===== src/rtl/pf_iod_tx_clk_ctrl_if.sv =====
// Control and IOD-facing signal bundle for the forwarded-clock TX lane sequencer.
// All signals are level-sampled on the rising edge of FAB_CLK; there is no valid/ready
// handshake, and every input is treated as a steady level held for at least one clock.
interface pf_iod_tx_clk_ctrl_if;
  logic       EN;
  logic       PLL_LOCK;
  logic       CLK_INV;
  logic       TX_SYNC_RST;
  logic [3:0] TX_DATA_0;
  logic [1:0] OE_DATA_0;
  logic       TX_READY;
  logic       LOCK_LOST;
  logic [2:0] STATE;

  modport slave (
    input  EN, PLL_LOCK, CLK_INV,
    output TX_SYNC_RST, TX_DATA_0, OE_DATA_0, TX_READY, LOCK_LOST, STATE
  );

  modport master (
    output EN, PLL_LOCK, CLK_INV,
    input  TX_SYNC_RST, TX_DATA_0, OE_DATA_0, TX_READY, LOCK_LOST, STATE
  );
endinterface


===== src/rtl/pf_iod_tx_clk_ctrl.sv =====
// Startup/run-time sequencer for a PolarFire IOD forwarded-clock TX lane (2:1 gearing).
// Lock filter -> TX_SYNC_RST pulse -> quiet-low settle -> continuous clock pattern.
module pf_iod_tx_clk_ctrl #(
  parameter int LOCK_FILTER   = 8,
  parameter int RST_CYCLES    = 16,
  parameter int SETTLE_CYCLES = 32,
  parameter int DRAIN_CYCLES  = 2,
  parameter int CNT_W         = 8
) (
  input  logic                  FAB_CLK,
  input  logic                  RESET_N,
  pf_iod_tx_clk_ctrl_if.slave   io
);

  typedef enum logic [2:0] {
    ST_IDLE     = 3'd0,
    ST_RST_HOLD = 3'd1,
    ST_SETTLE   = 3'd2,
    ST_RUN      = 3'd3,
    ST_DRAIN    = 3'd4
  } state_e;

  localparam logic [CNT_W-1:0] LOCK_LAST   = CNT_W'(LOCK_FILTER - 1);
  localparam logic [CNT_W-1:0] RST_LAST    = CNT_W'(RST_CYCLES - 1);
  localparam logic [CNT_W-1:0] SETTLE_LAST = CNT_W'(SETTLE_CYCLES - 1);
  localparam logic [CNT_W-1:0] DRAIN_LAST  = CNT_W'(DRAIN_CYCLES - 1);
  localparam logic [CNT_W-1:0] CNT_ONE     = CNT_W'(1);

  state_e           state_q, state_d;
  logic [CNT_W-1:0] cnt_q, cnt_d;
  logic             lock_lost_q, lock_lost_d;
  logic             tx_sync_rst_q, tx_sync_rst_d;
  logic [3:0]       tx_data_q, tx_data_d;
  logic [1:0]       oe_data_q, oe_data_d;
  logic             tx_ready_q, tx_ready_d;

  // Next-state and shared phase counter. Lock loss outranks disable, which
  // outranks terminal count, in every non-IDLE state.
  always_comb begin
    state_d     = state_q;
    cnt_d       = cnt_q;
    lock_lost_d = lock_lost_q;

    case (state_q)
      ST_IDLE: begin
        if (!io.EN) begin
          lock_lost_d = 1'b0;
        end
        if (io.EN && io.PLL_LOCK) begin
          if (cnt_q == LOCK_LAST) begin
            state_d = ST_RST_HOLD;
            cnt_d   = '0;
          end else begin
            cnt_d = cnt_q + CNT_ONE;
          end
        end else begin
          cnt_d = '0;
        end
      end

      ST_RST_HOLD: begin
        if (!io.PLL_LOCK) begin
          state_d     = ST_IDLE;
          cnt_d       = '0;
          lock_lost_d = 1'b1;
        end else if (!io.EN) begin
          state_d = ST_DRAIN;
          cnt_d   = '0;
        end else if (cnt_q == RST_LAST) begin
          state_d = ST_SETTLE;
          cnt_d   = '0;
        end else begin
          cnt_d = cnt_q + CNT_ONE;
        end
      end

      ST_SETTLE: begin
        if (!io.PLL_LOCK) begin
          state_d     = ST_IDLE;
          cnt_d       = '0;
          lock_lost_d = 1'b1;
        end else if (!io.EN) begin
          state_d = ST_DRAIN;
          cnt_d   = '0;
        end else if (cnt_q == SETTLE_LAST) begin
          state_d = ST_RUN;
          cnt_d   = '0;
        end else begin
          cnt_d = cnt_q + CNT_ONE;
        end
      end

      ST_RUN: begin
        if (!io.PLL_LOCK) begin
          state_d     = ST_IDLE;
          cnt_d       = '0;
          lock_lost_d = 1'b1;
        end else if (!io.EN) begin
          state_d = ST_DRAIN;
          cnt_d   = '0;
        end
      end

      ST_DRAIN: begin
        // EN is deliberately not looked at here: a drain always runs to completion.
        if (!io.PLL_LOCK) begin
          state_d     = ST_IDLE;
          cnt_d       = '0;
          lock_lost_d = 1'b1;
        end else if (cnt_q == DRAIN_LAST) begin
          state_d = ST_IDLE;
          cnt_d   = '0;
        end else begin
          cnt_d = cnt_q + CNT_ONE;
        end
      end

      default: begin
        state_d = ST_IDLE;
        cnt_d   = '0;
      end
    endcase
  end

  // Pad outputs follow the registered state, so they lag STATE by one cycle.
  always_comb begin
    tx_sync_rst_d = 1'b1;
    tx_data_d     = 4'b0000;
    oe_data_d     = 2'b00;
    tx_ready_d    = 1'b0;

    case (state_q)
      ST_SETTLE, ST_DRAIN: begin
        tx_sync_rst_d = 1'b0;
        oe_data_d     = 2'b11;
      end
      ST_RUN: begin
        tx_sync_rst_d = 1'b0;
        oe_data_d     = 2'b11;
        tx_data_d     = io.CLK_INV ? 4'b1010 : 4'b0101;
        tx_ready_d    = 1'b1;
      end
      default: begin
        tx_sync_rst_d = 1'b1;
      end
    endcase
  end

  always_ff @(posedge FAB_CLK) begin
    if (!RESET_N) begin
      state_q       <= ST_IDLE;
      cnt_q         <= '0;
      lock_lost_q   <= 1'b0;
      tx_sync_rst_q <= 1'b1;
      tx_data_q     <= 4'b0000;
      oe_data_q     <= 2'b00;
      tx_ready_q    <= 1'b0;
    end else begin
      state_q       <= state_d;
      cnt_q         <= cnt_d;
      lock_lost_q   <= lock_lost_d;
      tx_sync_rst_q <= tx_sync_rst_d;
      tx_data_q     <= tx_data_d;
      oe_data_q     <= oe_data_d;
      tx_ready_q    <= tx_ready_d;
    end
  end

  assign io.STATE       = state_q;
  assign io.TX_SYNC_RST = tx_sync_rst_q;
  assign io.TX_DATA_0   = tx_data_q;
  assign io.OE_DATA_0   = oe_data_q;
  assign io.TX_READY    = tx_ready_q;
  assign io.LOCK_LOST   = lock_lost_q;

endmodule


===== src/flat_wrapper.sv =====
// flat-port wrapper written by rule: the top's interface ports become plain ports
module pf_iod_tx_clk_ctrl_flat 
#(
  parameter int LOCK_FILTER   = 8,
  parameter int RST_CYCLES    = 16,
  parameter int SETTLE_CYCLES = 32,
  parameter int DRAIN_CYCLES  = 2,
  parameter int CNT_W         = 8
)
  (FAB_CLK, RESET_N, io_EN, io_PLL_LOCK, io_CLK_INV, io_TX_SYNC_RST, io_TX_DATA_0, io_OE_DATA_0, io_TX_READY, io_LOCK_LOST, io_STATE);
  pf_iod_tx_clk_ctrl_if io_i ();
  input  logic FAB_CLK;
  input  logic RESET_N;
  input wire logic [$bits(io_i.EN)-1:0] io_EN;
  input wire logic [$bits(io_i.PLL_LOCK)-1:0] io_PLL_LOCK;
  input wire logic [$bits(io_i.CLK_INV)-1:0] io_CLK_INV;
  output wire logic [$bits(io_i.TX_SYNC_RST)-1:0] io_TX_SYNC_RST;
  output wire logic [$bits(io_i.TX_DATA_0)-1:0] io_TX_DATA_0;
  output wire logic [$bits(io_i.OE_DATA_0)-1:0] io_OE_DATA_0;
  output wire logic [$bits(io_i.TX_READY)-1:0] io_TX_READY;
  output wire logic [$bits(io_i.LOCK_LOST)-1:0] io_LOCK_LOST;
  output wire logic [$bits(io_i.STATE)-1:0] io_STATE;
  assign io_i.EN = io_EN;
  assign io_i.PLL_LOCK = io_PLL_LOCK;
  assign io_i.CLK_INV = io_CLK_INV;
  assign io_TX_SYNC_RST = io_i.TX_SYNC_RST;
  assign io_TX_DATA_0 = io_i.TX_DATA_0;
  assign io_OE_DATA_0 = io_i.OE_DATA_0;
  assign io_TX_READY = io_i.TX_READY;
  assign io_LOCK_LOST = io_i.LOCK_LOST;
  assign io_STATE = io_i.STATE;
  pf_iod_tx_clk_ctrl #(.LOCK_FILTER(LOCK_FILTER), .RST_CYCLES(RST_CYCLES), .SETTLE_CYCLES(SETTLE_CYCLES), .DRAIN_CYCLES(DRAIN_CYCLES), .CNT_W(CNT_W)) u_core (.FAB_CLK(FAB_CLK), .RESET_N(RESET_N), .io(io_i));
endmodule

===== config.mk =====
export PLATFORM = sky130hd
export DESIGN_NAME = pf_iod_tx_clk_ctrl_flat
export DESIGN_NICKNAME = d
export VERILOG_FILES = /design/src/rtl/pf_iod_tx_clk_ctrl_if.sv /design/src/rtl/pf_iod_tx_clk_ctrl.sv /design/src/flat_wrapper.sv
export SDC_FILE = /design/constraint.sdc
export NUM_CORES = 1
export LEC_CHECK = 0
export CAP_MARGIN = 20
export CORE_MARGIN = 5
export CORE_UTILIZATION = 32
export DETAILED_ROUTE_END_ITERATION = 8
export GPL_ROUTABILITY_DRIVEN = 1
export HOLD_SLACK_MARGIN = 0.05
export SETUP_SLACK_MARGIN = 0.1
export SYNTH_ARGS = -nofsm -noshare
export SYNTH_HDL_FRONTEND = slang
export SYNTH_SLANG_ARGS = --single-unit

===== constraint.sdc =====
create_clock -name FAB_CLK -period 2.68 [get_ports FAB_CLK]
set_input_delay 0.536 -clock FAB_CLK [delete_from_list [all_inputs] [get_ports FAB_CLK]]
set_output_delay 0.536 -clock FAB_CLK [all_outputs]
set_load 0.01 [all_outputs]

==> results.py <==
metrics = {
    "run_status": {
        "status": "finished, final reports clean",
    },
    "floorplan": {
        "die_x_microns": 64.7,
        "die_area_sq_um": 4180,
        "std_cell_rows": 19,
        "io_pins": 17,
        "start_util": 0.341,
        "core_sq_um": 2810,
        "die_h_microns": 64.7,
    },
    "setup_path": {
        "critPathMaxFanout": 6,
        "cp.required_ns": 2.91,
        "critPathKind": "in2reg",
        "cp.arrival_ns": 2.64,
        "end_kind": "flip-flop",
        "critPathLaunchType": "input pin",
    },
    "yosys": {
        "synth_seq_cells": 17,
        "syn-cell-area_sq_um": 957,
        "syn_inst": 115,
        "ys_seq_area_frac": 0.356,
        "synth_mux_area_frac": 0,
        "synthSimpleGateAreaFrac": 0.302,
        "synth-xor-area-share": 0.00915,
        "ys_warn_count": 0,
        "synthDistinctLibCells": 40,
        "synth-compound-area-share": 0.233,
        "synth_top_area_frac": 0.356,
        "synthTopCellsByArea": "dfxtp_1 36%, nand2_1 5.5%, a21oi_1 4.2%",
        "syn_area_per_cell_sq_um": 8.32,
        "yosysTopAreaCell": "dfxtp_1",
        "synth_top_family_by_area": "simple AND/OR/NAND/NOR gates",
        "synthAdderAreaFrac": 0.0366,
        "syn_nets": 122,
    },
    "clock_tree": {
        "clockBufferDepth": 2,
        "post_cts_resized": 0,
        "clock_latency_ns": 0.29,
        "postCtsSetupBuffers": 0,
        "cts_hold_buf": 0,
        "cts_tree": "done",
        "clk_pin_slew_ns": 0.10,
        "clockRootBuffer": "clkbuf_4",
        "clock-sinks": 17,
        "cts_made_buffers": 3,
        "cts_max_level": 1,
    },
    "finish": {
        "layout_common_cells": "17 x dfxtp_1, 16 x clkdlybuf4s50_1, 14 x nand2_1",
        "fill_cells": 294,
        "syn_to_final_growth_pct": 24.2,
        "fin_cells": 165,
        "layout.nets": 142,
        "fin_area_sq_um": 1190,
        "antenna_cells": 0,
        "drive_above_1_share": 0.127,
        "mostFrequentLayoutCell": "dfxtp_1",
    },
    "routing": {
        "wl_per_cell_microns": 13.5,
        "drc": 0,
        "viasPerCell": 5.53,
        "first_pass_iters": 4,
        "drtIter0Drc": 43,
        "vias": 912,
        "routed_wl_mm": 2.23,
        "ant_nets": 0,
    },
    "pwr": {
        "pwr_density_cell_nw_per_um2": 390,
        "p_clk_frac": 0.301,
        "p_int_uw": 344,
        "vdd_ir_drop_max_mv": 0.200,
        "p_sw_uw": 119,
        "pwr-share-seq": 0.573,
        "finalPower_uw": 463,
        "power_switching_share": 0.257,
        "p_comb_frac": 0.127,
        "leakagePower_uw": 0.000425,
    },
    "timing": {
        "final-setup-viol-count": 0,
        "worst_pin_slew_ns": 0.466,
        "fin_skew_ns": 0.00559,
        "hold_viol": 0,
        "fin_crit_ns": 2.41,
        "slew_violations": 0,
        "period_share": 0.901,
        "tns_ns": 0,
        "maxSlewHeadroom": 0.686,
        "max_clock_freq_mhz": 414,
        "whs_ns": 0.527,
        "rsz0062_at_grt": "false",
    },
    "global_route": {
        "grt.total_usage": 0.108,
        "grt_pass1_vias": 827,
        "grt_max_degree": 13,
        "grt-ovfl-total": 0,
        "antenna_found_initial": 0,
        "grt_pass1_wl_mm": 3.64,
    },
    "placed_design": {
        "dpl_cell_area_sq_um": 1160,
        "placement.io_buffers": 16,
        "gp_congestion": 0.750,
        "hpwl_mm": 1.70,
        "placed_cells": 161,
    },
    "min_path": {
        "hold_path_class": "reg2reg",
    },
    "run": {
        "maxCapViolCount": 0,
    },
}
[routing by layer]
layer	global-route usage	wire length, microns	up-vias
met3	0.0259	143	2
met1	0.142	1070	417
li1	-	-	463
met5	0	0	-
met4	0.0396	22	0
met2	0.174	993	30
[synth_stat cells]
| library cell | count |
|---|---|
| xor2_1 | 1 |
| or2_2 | 1 |
| and2_1 | 2 |
| nor4_1 | 1 |
| or4b_1 | 2 |
| nor2_1 | 6 |
| a31oi_1 | 4 |
| o211ai_1 | 2 |
| o21ba_2 | 1 |
| or4_1 | 4 |
| o21ai_0 | 3 |
| o311a_4 | 1 |
| nand2b_1 | 1 |
| a22o_1 | 1 |
| inv_1 | 6 |
| nand3_1 | 5 |
| nand2_1 | 14 |
| o41ai_1 | 1 |
| a211oi_1 | 2 |
| a21oi_1 | 8 |
| and3_1 | 1 |
| and4bb_2 | 1 |
| a32o_1 | 1 |
| o31a_2 | 1 |
| clkbuf_1 | 3 |
| o21ai_1 | 1 |
| dfxtp_1 | 17 |
| ha_1 | 2 |
| and2b_2 | 1 |
| o31ai_1 | 3 |
| or4b_2 | 1 |
| a21o_1 | 1 |
| o31a_1 | 1 |
| buf_4 | 3 |
| nand2b_4 | 1 |
| nor3b_1 | 2 |
| buf_2 | 1 |
| maj3_1 | 1 |
| nand4bb_1 | 1 |
| nor3_1 | 6 |
[layout make-up]
cell class,count,area [sq um],area share
timing repair buffer,22,205,0.173
clock buffer,4,26.3,0.0221
inverter,6,22.5,0.0189
sequential,17,340,0.286
tap,31,38.8,0.0326
multi-input combinational,85,556,0.467
[power groups by stage]
stage	clock network, uW	registers, uW	logic, uW
floorplan	0	267	37.3
global placement	0	271	57.0
detailed placement	0	271	57.6
CTS	146	265	58.3
global route	160	267	64.0
finish	139	265	58.6
[kinds of logic (layout without fill, tap and decap cells)]
group                      after synthesis  after routing
adders and majority gates                3              3
AOI/OAI and AO/OA                       31             31
buffers and inverters                   13             32
xor gates and xnor gates                 1              1
and+or+nand+nor                         50             50
DFF                                     17             17
[worst max-delay path: stages]
cell,delay [ns]
clkdlybuf4s50_1,0.56
nand2_1,0.16
o311a_4,0.34
o31a_1,0.37
or4_1,0.52
a31oi_1,0.16
[final timing paths]
path	slack, ns	start	endpoint	depth (start not counted)
worst min register to register	0.53	u_core.io.LOCK_LOST$_SDFFE_PN0P_	u_core.io.LOCK_LOST$_SDFFE_PN0P_	2
worst min-delay path	0.53	u_core.io.LOCK_LOST$_SDFFE_PN0P_	u_core.io.LOCK_LOST$_SDFFE_PN0P_	2
worst max-delay path	0.27	io_PLL_LOCK	u_core.cnt_q[5]$_SDFFE_PN0N_	6
worst max register to register	0.53	u_core.io.STATE[1]$_SDFFE_PN0P_	u_core.cnt_q[5]$_SDFFE_PN0N_	5
[per-stage QoR]
| step | util | setup WS, ns |
|---|---|---|
| 2_1_floorplan | - | 0.661 |
| 3_3_place_gp | 0.414 | 0.0366 |
| 3_5_place_dp | 0.414 | -0.0111 |
| 4_1_cts | 0.424 | 0.301 |
| 5_1_grt | 0.424 | 0.177 |
| 6_report | 0.424 | 0.266 |
[state kept, by name (all words and copies together), names as in the netlist]
| signal | flops |
|---|---|
| u_core.io.STATE | 3 |
| u_core.io.OE_DATA_0 | 1 |
| u_core.io.TX_DATA_0 | 2 |
| u_core.io.TX_SYNC_RST | 1 |
| u_core.io.TX_READY | 1 |
| u_core.io.LOCK_LOST | 1 |
| u_core.cnt_q | 8 |
(Power assumes the default switching activity.)
==> RTL change, RTL diff (same flow settings) <==
`CNT_W` is set to 8 in 2 places; all go to 10.
--- a/src/rtl/pf_iod_tx_clk_ctrl.sv
+++ b/src/rtl/pf_iod_tx_clk_ctrl.sv
@@ -5,7 +5,7 @@
   parameter int RST_CYCLES    = 16,
   parameter int SETTLE_CYCLES = 32,
   parameter int DRAIN_CYCLES  = 2,
-  parameter int CNT_W         = 8
+  parameter int CNT_W         = 10
 ) (
   input  logic                  FAB_CLK,
   input  logic                  RESET_N,
--- a/src/flat_wrapper.sv
+++ b/src/flat_wrapper.sv
@@ -5,7 +5,7 @@
   parameter int RST_CYCLES    = 16,
   parameter int SETTLE_CYCLES = 32,
   parameter int DRAIN_CYCLES  = 2,
-  parameter int CNT_W         = 8
+  parameter int CNT_W         = 10
 )
   (FAB_CLK, RESET_N, io_EN, io_PLL_LOCK, io_CLK_INV, io_TX_SYNC_RST, io_TX_DATA_0, io_OE_DATA_0, io_TX_READY, io_LOCK_LOST, io_STATE);
   pf_iod_tx_clk_ctrl_if io_i ();
Formal check against the unedited RTL: same outputs for any inputs over 10 cycles, from zero or initial values and one cycle with RESET_N low; that may be too few to reach the edited logic, so the function may still have changed.
==> RTL change against the original RTL <==
Final area up 2.0%. Hold slack better by 14 ps. Area after synthesis up 5.4%. Wire length down 10%. Sequential cell count up 2. Die area up 4.5%. Setup slack better by 320 ps. Largest cell class unchanged.
Power is not compared: it rests on default switching activity, and its combinational part moved more than twofold at a synthesized area within 25%.
==> RTL change: results <==
[critical_path]
rrSetupSlack_ps = 760
reg2reg_from = "u_core.cnt_q[5]"
slowest_delay_ps = 530
path_max_fanout = 9
r2r-end = "u_core.cnt_q[1]"

[sta]
whs_ps = 541
worstMarginPinSlew_ps = 634
skew_ps = 3.44

[layout]
sh_seq_area = 0.314
largest_reg_flops = 10
n_all_buffers = 17
clockNetworkAreaShare = 0.0217
nFlopsAndLatches = 19
multi_input_area_um2 = 568
buf_share = 0.138
n_fill_cell = 334
nNonClkInverters = 4
clock_buffers = 4
drive_gt1_frac = 0.0853
final_nets = 137

[yosys]
synth_cell_type_count = 38
synth_compound_area_frac = 0.119
synthAdderAreaFrac = 0.0248
synth.top_cells.by_count = "dfxtp_1 (19), nor2_1 (16), nand2_1 (7)"
ys_top_cells_by_area = "dfxtp_1 (38%), nor2_1 (6.0%), xnor2_1 (5.2%), xor2_1 (4.3%), nor2b_1 (3.7%)"
synthCells = 116
synth_nets = 123
seq_area_frac_synth = 0.377
synthMuxAreaShare = 0.0298
synth_xor_xnor_area_share = 0.0955
yosys_warnings = 0

[global_routing]
grtUsageTotal = 0.0981
grt_max_degree = 15
grt_pass1_wl_um = 3370
grt_pass1_vias = 734

[place]
place_congestion = 0.870
post-dp-hpwl_um = 1500

[detailed_routing]
drtIter0Drc = 31
drt-total-wl_um = 2000
wire_per_inst_um = 11.6
post_drt_via_cell_ratio = 4.84

[worst_hold_path]
hold_end = "u_core.io.LOCK_LOST"
min_path_cells = 2

[outcome]
run_status = "finished clean"
-- RTL change: metal layers --
metal,vias to the layer above,routed length (um),global-route usage
met5,-,0,0
met4,0,10,0.0152
met3,2,126,0.0323
met2,20,913,0.157
met1,388,953,0.129
li1,427,-,-
-- RTL change: where the power goes --
group | leakage (nW) | internal, mW | total, mW | switching (mW)
Combinational | 0.231 | 0.00979 | 0.0203 | 0.0105
Clock | 0.0150 | 0.0579 | 0.147 | 0.0886
Sequential | 0.153 | 0.283 | 0.284 | 0.00113
Total | 0.399 | 0.351 | 0.451 | 0.100
-- RTL change: through the flow --
stage / total power, mW / util / setup WS (ps) / instance area (um^2)
global placement: 0.311 / 0.392 / 339 / 1190
floorplan: 0.300 / - / 919 / 1010
global route: 0.471 / 0.400 / 490 / 1210
detailed placement: 0.311 / 0.392 / 258 / 1190
finish: 0.451 / 0.400 / 584 / 1210
CTS: 0.458 / 0.400 / 573 / 1210
